## config.mk

```make
export PLATFORM = sky130hd
export DESIGN_NAME = load_use_scoreboard_hdu
export DESIGN_NICKNAME = d
export VERILOG_FILES = /design/src/rtl/load_use_scoreboard_hdu.sv
export SDC_FILE = /design/constraint.sdc
export NUM_CORES = 1
export LEC_CHECK = 0
export ABC_AREA = 0
export CORE_AREA = 3 3 40 42
export CTS_CLUSTER_DIAMETER = 40
export DETAILED_ROUTE_END_ITERATION = 12
export DIE_AREA = 0 0 43 45
export PLACE_DENSITY = 0.71
export SLEW_MARGIN = 15
export SYNTH_ARGS = -nofsm -noshare
export SYNTH_HDL_FRONTEND = slang
export SYNTH_SLANG_ARGS = --single-unit
export TNS_END_PERCENT = 50
```

## constraint.sdc

```tcl
create_clock -name clk_i -period 1.67 [get_ports clk_i]
set_clock_uncertainty 0.1 [all_clocks]
set_input_delay 0.2505 -clock clk_i [delete_from_list [all_inputs] [get_ports clk_i]]
set_output_delay 0.2505 -clock clk_i [all_outputs]
set_load 0.01 [all_outputs]
```

## src/rtl/load_use_scoreboard_hdu.sv

```systemverilog
// Load-use hazard detection unit with a shadow scoreboard of in-flight load destinations.
// Optional stall-cycle counter enabled by defining HDU_STALL_CNT_EN.
module load_use_scoreboard_hdu #(
    parameter int REG_AW   = 5,
    parameter int LOAD_LAT = 1,
    parameter int CNT_W    = 16
) (
    input  logic              clk_i,
    input  logic              rst_i,
    input  logic [REG_AW-1:0] rs_i,
    input  logic [REG_AW-1:0] rt_i,
    input  logic              rs_used_i,
    input  logic              rt_used_i,
    input  logic              ID_MEMRead_i,
    input  logic [REG_AW-1:0] ID_Rt_i,
    input  logic              Flush_i,
    input  logic              Mem_Busy_i,
    output logic              PCWrite_o,
    output logic              IF_IDWrite_o,
    output logic              Stall_o
`ifdef HDU_STALL_CNT_EN
    ,
    output logic [CNT_W-1:0]  Stall_Cnt_o
`endif
);

    if (LOAD_LAT < 1 || LOAD_LAT > 4 || CNT_W < 1) begin : g_param_err
        $error("load_use_scoreboard_hdu: LOAD_LAT must be 1..4 and CNT_W >= 1");
    end

    // Entry 0 tracks the instruction in EX; entry k is k stages further down.
    logic [LOAD_LAT-1:0] vld_q, vld_d;
    logic [REG_AW-1:0]   dst_q [LOAD_LAT];
    logic [REG_AW-1:0]   dst_d [LOAD_LAT];
    logic                hazard;

    always_comb begin
        hazard = 1'b0;
        for (int k = 0; k < LOAD_LAT; k++) begin
            if (vld_q[k] && (dst_q[k] != '0) &&
                ((dst_q[k] == rs_i && rs_used_i) || (dst_q[k] == rt_i && rt_used_i))) begin
                hazard = 1'b1;
            end
        end
    end

    always_comb begin
        // NOTE: every signal gets a default first so no path leaves it unassigned (no latch).
        vld_d = vld_q;
        dst_d = dst_q;
        if (!Mem_Busy_i) begin
            for (int k = LOAD_LAT - 1; k > 0; k--) begin
                vld_d[k] = vld_q[k-1];
                dst_d[k] = dst_q[k-1];
            end
            // A flushed or bubbled slot carries no load into EX.
            vld_d[0] = ID_MEMRead_i && !Flush_i && !hazard;
            dst_d[0] = ID_Rt_i;
        end
    end

    // NOTE: sequential state uses non-blocking assignments so every flop samples pre-edge values.
    always_ff @(posedge clk_i or posedge rst_i) begin
        if (rst_i) begin
            vld_q <= '0;
        end else begin
            vld_q <= vld_d;
        end
    end

    // NOTE: destinations are storage gated by vld, so they are deliberately left out of reset.
    always_ff @(posedge clk_i) begin
        dst_q <= dst_d;
    end

    always_comb begin
        PCWrite_o    = 1'b1;
        IF_IDWrite_o = 1'b1;
        Stall_o      = 1'b0;
        if (rst_i) begin
            PCWrite_o    = 1'b1;
        end else if (Mem_Busy_i) begin
            PCWrite_o    = 1'b0;
            IF_IDWrite_o = 1'b0;
        end else if (!Flush_i && hazard) begin
            PCWrite_o    = 1'b0;
            IF_IDWrite_o = 1'b0;
            Stall_o      = 1'b1;
        end
    end

`ifdef HDU_STALL_CNT_EN
    logic [CNT_W-1:0] stall_cnt_q, stall_cnt_d;

    always_comb begin
        stall_cnt_d = stall_cnt_q;
        if (Stall_o && (stall_cnt_q != '1)) begin
            stall_cnt_d = stall_cnt_q + 1'b1;
        end
    end

    always_ff @(posedge clk_i or posedge rst_i) begin
        if (rst_i) begin
            stall_cnt_q <= '0;
        end else begin
            stall_cnt_q <= stall_cnt_d;
        end
    end

    assign Stall_Cnt_o = stall_cnt_q;
`endif

endmodule

```

==> run summary <==
The run finished, with violations left. The checks that failed: negative setup slack. The placeable core region came out at 1280 µm². The worst slew slack as a fraction of its limit is 87.3%. Sequential cells burn 39.2% of the power. Cells with a size suffix above 1 make up 27.8% of the layout. The insertion delay of the later-clocked pin in the worst-skew pair is 240 ps.

After legalization and detailed placement, the total HPWL measured 771 µm. The count of nets after finishing is 95. Of the total power, combinational logic draws 31.3%. The number of inserted diodes came out at 0. Setup repair after global routing could not meet its margin everywhere. The remaining global-route overflow is 0.

STA classifies the critical path endpoint as a primary output. The multiplexer area fraction after synthesis came out at 0%. The top fanout value on the critical path is 2.

The most used flip-flop cell after synthesis is edfxtp_1. The number of cells in the finished layout apart from fillers is 87. The biggest area contributor in the post-synthesis netlist is edfxtp_1. In the synthesized netlist, the cells that appear most often are 10 x xnor2_1, 5 x edfxtp_1, 3 x inv_1.

TritonCTS built the clock tree. The net count after synthesis is 57. The post-synthesis adder-cell area fraction came out at 0%.

In this run the worst setup path begins at dst_q[1]. The placement-stage cell area came out at 684 µm². The total clock sinks is 6. Including well taps, the total number of placed cells is 81. The dominant combinational cell family by area after synthesis is XOR/XNOR gates. The total global-route track usage came out at 11.4%. The time the final worst path needs with I/O delays and setup is 2120 ps.

The number of flops mapped to enable cells by yosys is 5. The post-synthesis instance total is 35. At the end of routability-driven placement, the weighted congestion stood at 0.731. Net switching is 23.0% of the power. The remaining antenna violation count is 0.

The cell with the most instances after synthesis is xnor2_1. Of the total power, the clock network draws 29.5%. The final hold violation count came out at 0. The highest clock frequency the design can meet came out at 471 MHz. The critical path data required time came out at 1320 ps.

The share of async-settable or async-resettable flops after synthesis came out at 16.7%. The average instance in the mapped netlist occupies 10.5 µm². The worst setup path is of the reg2out kind. The power per cell area came out at 644 nW/µm². Yosys attributes the largest share of cell area to edfxtp_1 41%, xnor2_1 24%, dfrtp_1 6.8%, nand4_1 3.4%, inv_1 3.1%. The number of violations of the max-capacitance limit came out at 0.

The number of antenna violations at the first check in global routing came out at 0. Of the total synthesized cell area, the portion taken by XOR and XNOR cells is 23.8%. The max-slew violation count is 0.

The worst-case register-to-register setup slack came out at 20 ps. The fraction of the mapped netlist area in compound gates came out at 10.2%. The fraction of the mapped netlist area in simple logic gates came out at 13.3%. Buffers inserted during clock tree synthesis total 3. In this run, synthesis produced a sequential element count of 6.

In this run the critical register-to-register path is launched from dst_q[1]. The netlist area before placement came out at 368 µm². The number of buffers inserted for hold repair after clock tree synthesis is 0. In this run the critical register-to-register path is captured at vld_q.

The floorplan step set the die width to 43 µm. The total non-filler cell area in the finished layout is 737 µm². The first-pass GRT wire length came out at 1.51 mm. The root buffer cell is clkbuf_4. The worst min-delay path category is in2async. Yosys printed 0 warnings. The analysis attributes to net switching a power of 0.109 mW.

Entering global routing, the biggest net connects 8 pins. The count of vias placed by the detailed router came out at 382. The first detailed-routing pass took 2 iterations.

The number of buffer cells added on primary ports came out at 24. The netlist uses 16 different library cells. At the worst endpoint, the arrival time is 1770 ps. The worst setup slack after layout came out at -452 ps. The startpoint type of the worst setup path is a register. The maximum vdd ir drop came out at 0.000432 V. The number of remaining DRC errors came out at 0.

The floorplan die height came out at 45 µm. The final critical path takes up 127% of the cycle. The synthesis-to-finish area growth came out at 100%. The number of global-route vias before repair came out at 389. The count of final setup violators is 3.

The via density per instance is 4.39. Counting cells, the worst reg-to-reg path comes to 6. In this run the number of H-tree levels came out at 1.

The standard-cell row count is 13. The share of synthesized area occupied by flip-flops and latches came out at 47.6%. The capturing element of the worst setup path is IF_IDWrite_o. After synthesis, the largest area contributor takes up 40.8% of total cell area. The transition time at the pin with the least slew margin came out at 190 ps. Once the floorplan was initialized, standard cells occupied 28.6% of the core.

The internal power component is 0.366 mW. For this block, the initial DRC count from the detailed router was 1. The clock-pin slew on the worst setup and hold paths is 40 ps. The number of top-level pins came out at 25. The die area is 1940 µm². Summed over all cells, the static leakage comes to 0.286 nW.

The sum of routed wire length over all layers is 1.08 mm. The mean routed wirelength per cell came out at 12.4 µm. In this run the deepest clock path goes through 2 buffers.
==> power by group through the flow <==
stage / registers, mW / logic, mW / clock network (mW)
CTS: 0.185 / 0.137 / 0.148
detailed placement: 0.187 / 0.133 / 0
floorplan: 0.189 / 0.0477 / 0
global route: 0.187 / 0.160 / 0.169
global placement: 0.186 / 0.132 / 0
finish: 0.186 / 0.149 / 0.140
==> timing repair <==
| action | 4_1_cts | 5_1_grt |
|---|---|---|
| pin swaps | 2 | 3 |
| resized for setup | 14 | 3 |
| endpoints found under the setup margin | 3 | 4 |
| buffers inserted | 1 | 1 |
==> registers in the layout (all words and copies together) (netlist names) <==
register  count
dst_q         5
vld_q         1
==> worst min-delay path by stage <==
stage,cells after the start,end,slack (ps),start
floorplan,1,vld_q,-100,rst_i
global route,3,vld_q,340,rst_i
global placement,2,vld_q,490,vld_q
detailed placement,2,vld_q,500,vld_q
CTS,3,vld_q,270,rst_i
finish,3,vld_q,340,rst_i
==> logic make-up (layout without fill, tap and decap cells) <==
kind of cell    count (synthesis)  in the layout
compound gates                  6              6
xor+xnor                       10             10
buf+inv                         4             41
flops                           6              6
simple gates                    9              9
==> placed cells by master (no fill, tap or decap), types with 2 or more instances in the layout <==
cell / instances
nand2_1: 2
nand4_1: 2
nor2_1: 2
buf_2: 3
edfxtp_1: 5
buf_4: 9
clkbuf_4: 3
xnor2_1: 10
clkdlybuf4s50_1: 21
o21ai_0: 2
inv_1: 3
==> stage by stage <==
step                util, %  power, mW  TNS, ps  hold slack, ps  setup slack (ps)
floorplan                 -      0.237     -265           -99.6              -194
global placement       53.3      0.318    -1720             494              -603
detailed placement     53.3      0.320    -1690             505              -593
CTS                    55.4      0.470    -1350             270              -479
global route           57.4      0.516    -1580             342              -536
finish                 57.4      0.475    -1250             344              -452
==> layer usage <==
metal	GRT usage [%]	wire, µm	part of all wire [%]	vias to the layer above
met5	0	0	0	-
met1	10.6	400	37	165
met3	3.19	80	7.4	4
li1	-	-	-	197
met2	20.1	575	53	16
met4	10.8	21	1.9	0
==> critical path, cell delays in order (launching register included) <==
cell,delay [ps]
edfxtp_1,380
or4_4,560
o21ai_4,150
buf_6,130
nor3_4,30
a22oi_2,120
buf_2,160
==> final cells by class <==
class / count / area, µm²
Timing Repair Buffer: 34 / 304
Fill cell: 123 / 548
Multi-Input combinational cell: 25 / 201
Clock buffer: 4 / 26.3
Sequential cell: 6 / 175
Inverter: 3 / 11.3
Tap cell: 15 / 18.8
Power figures use the tool's default switching activity.
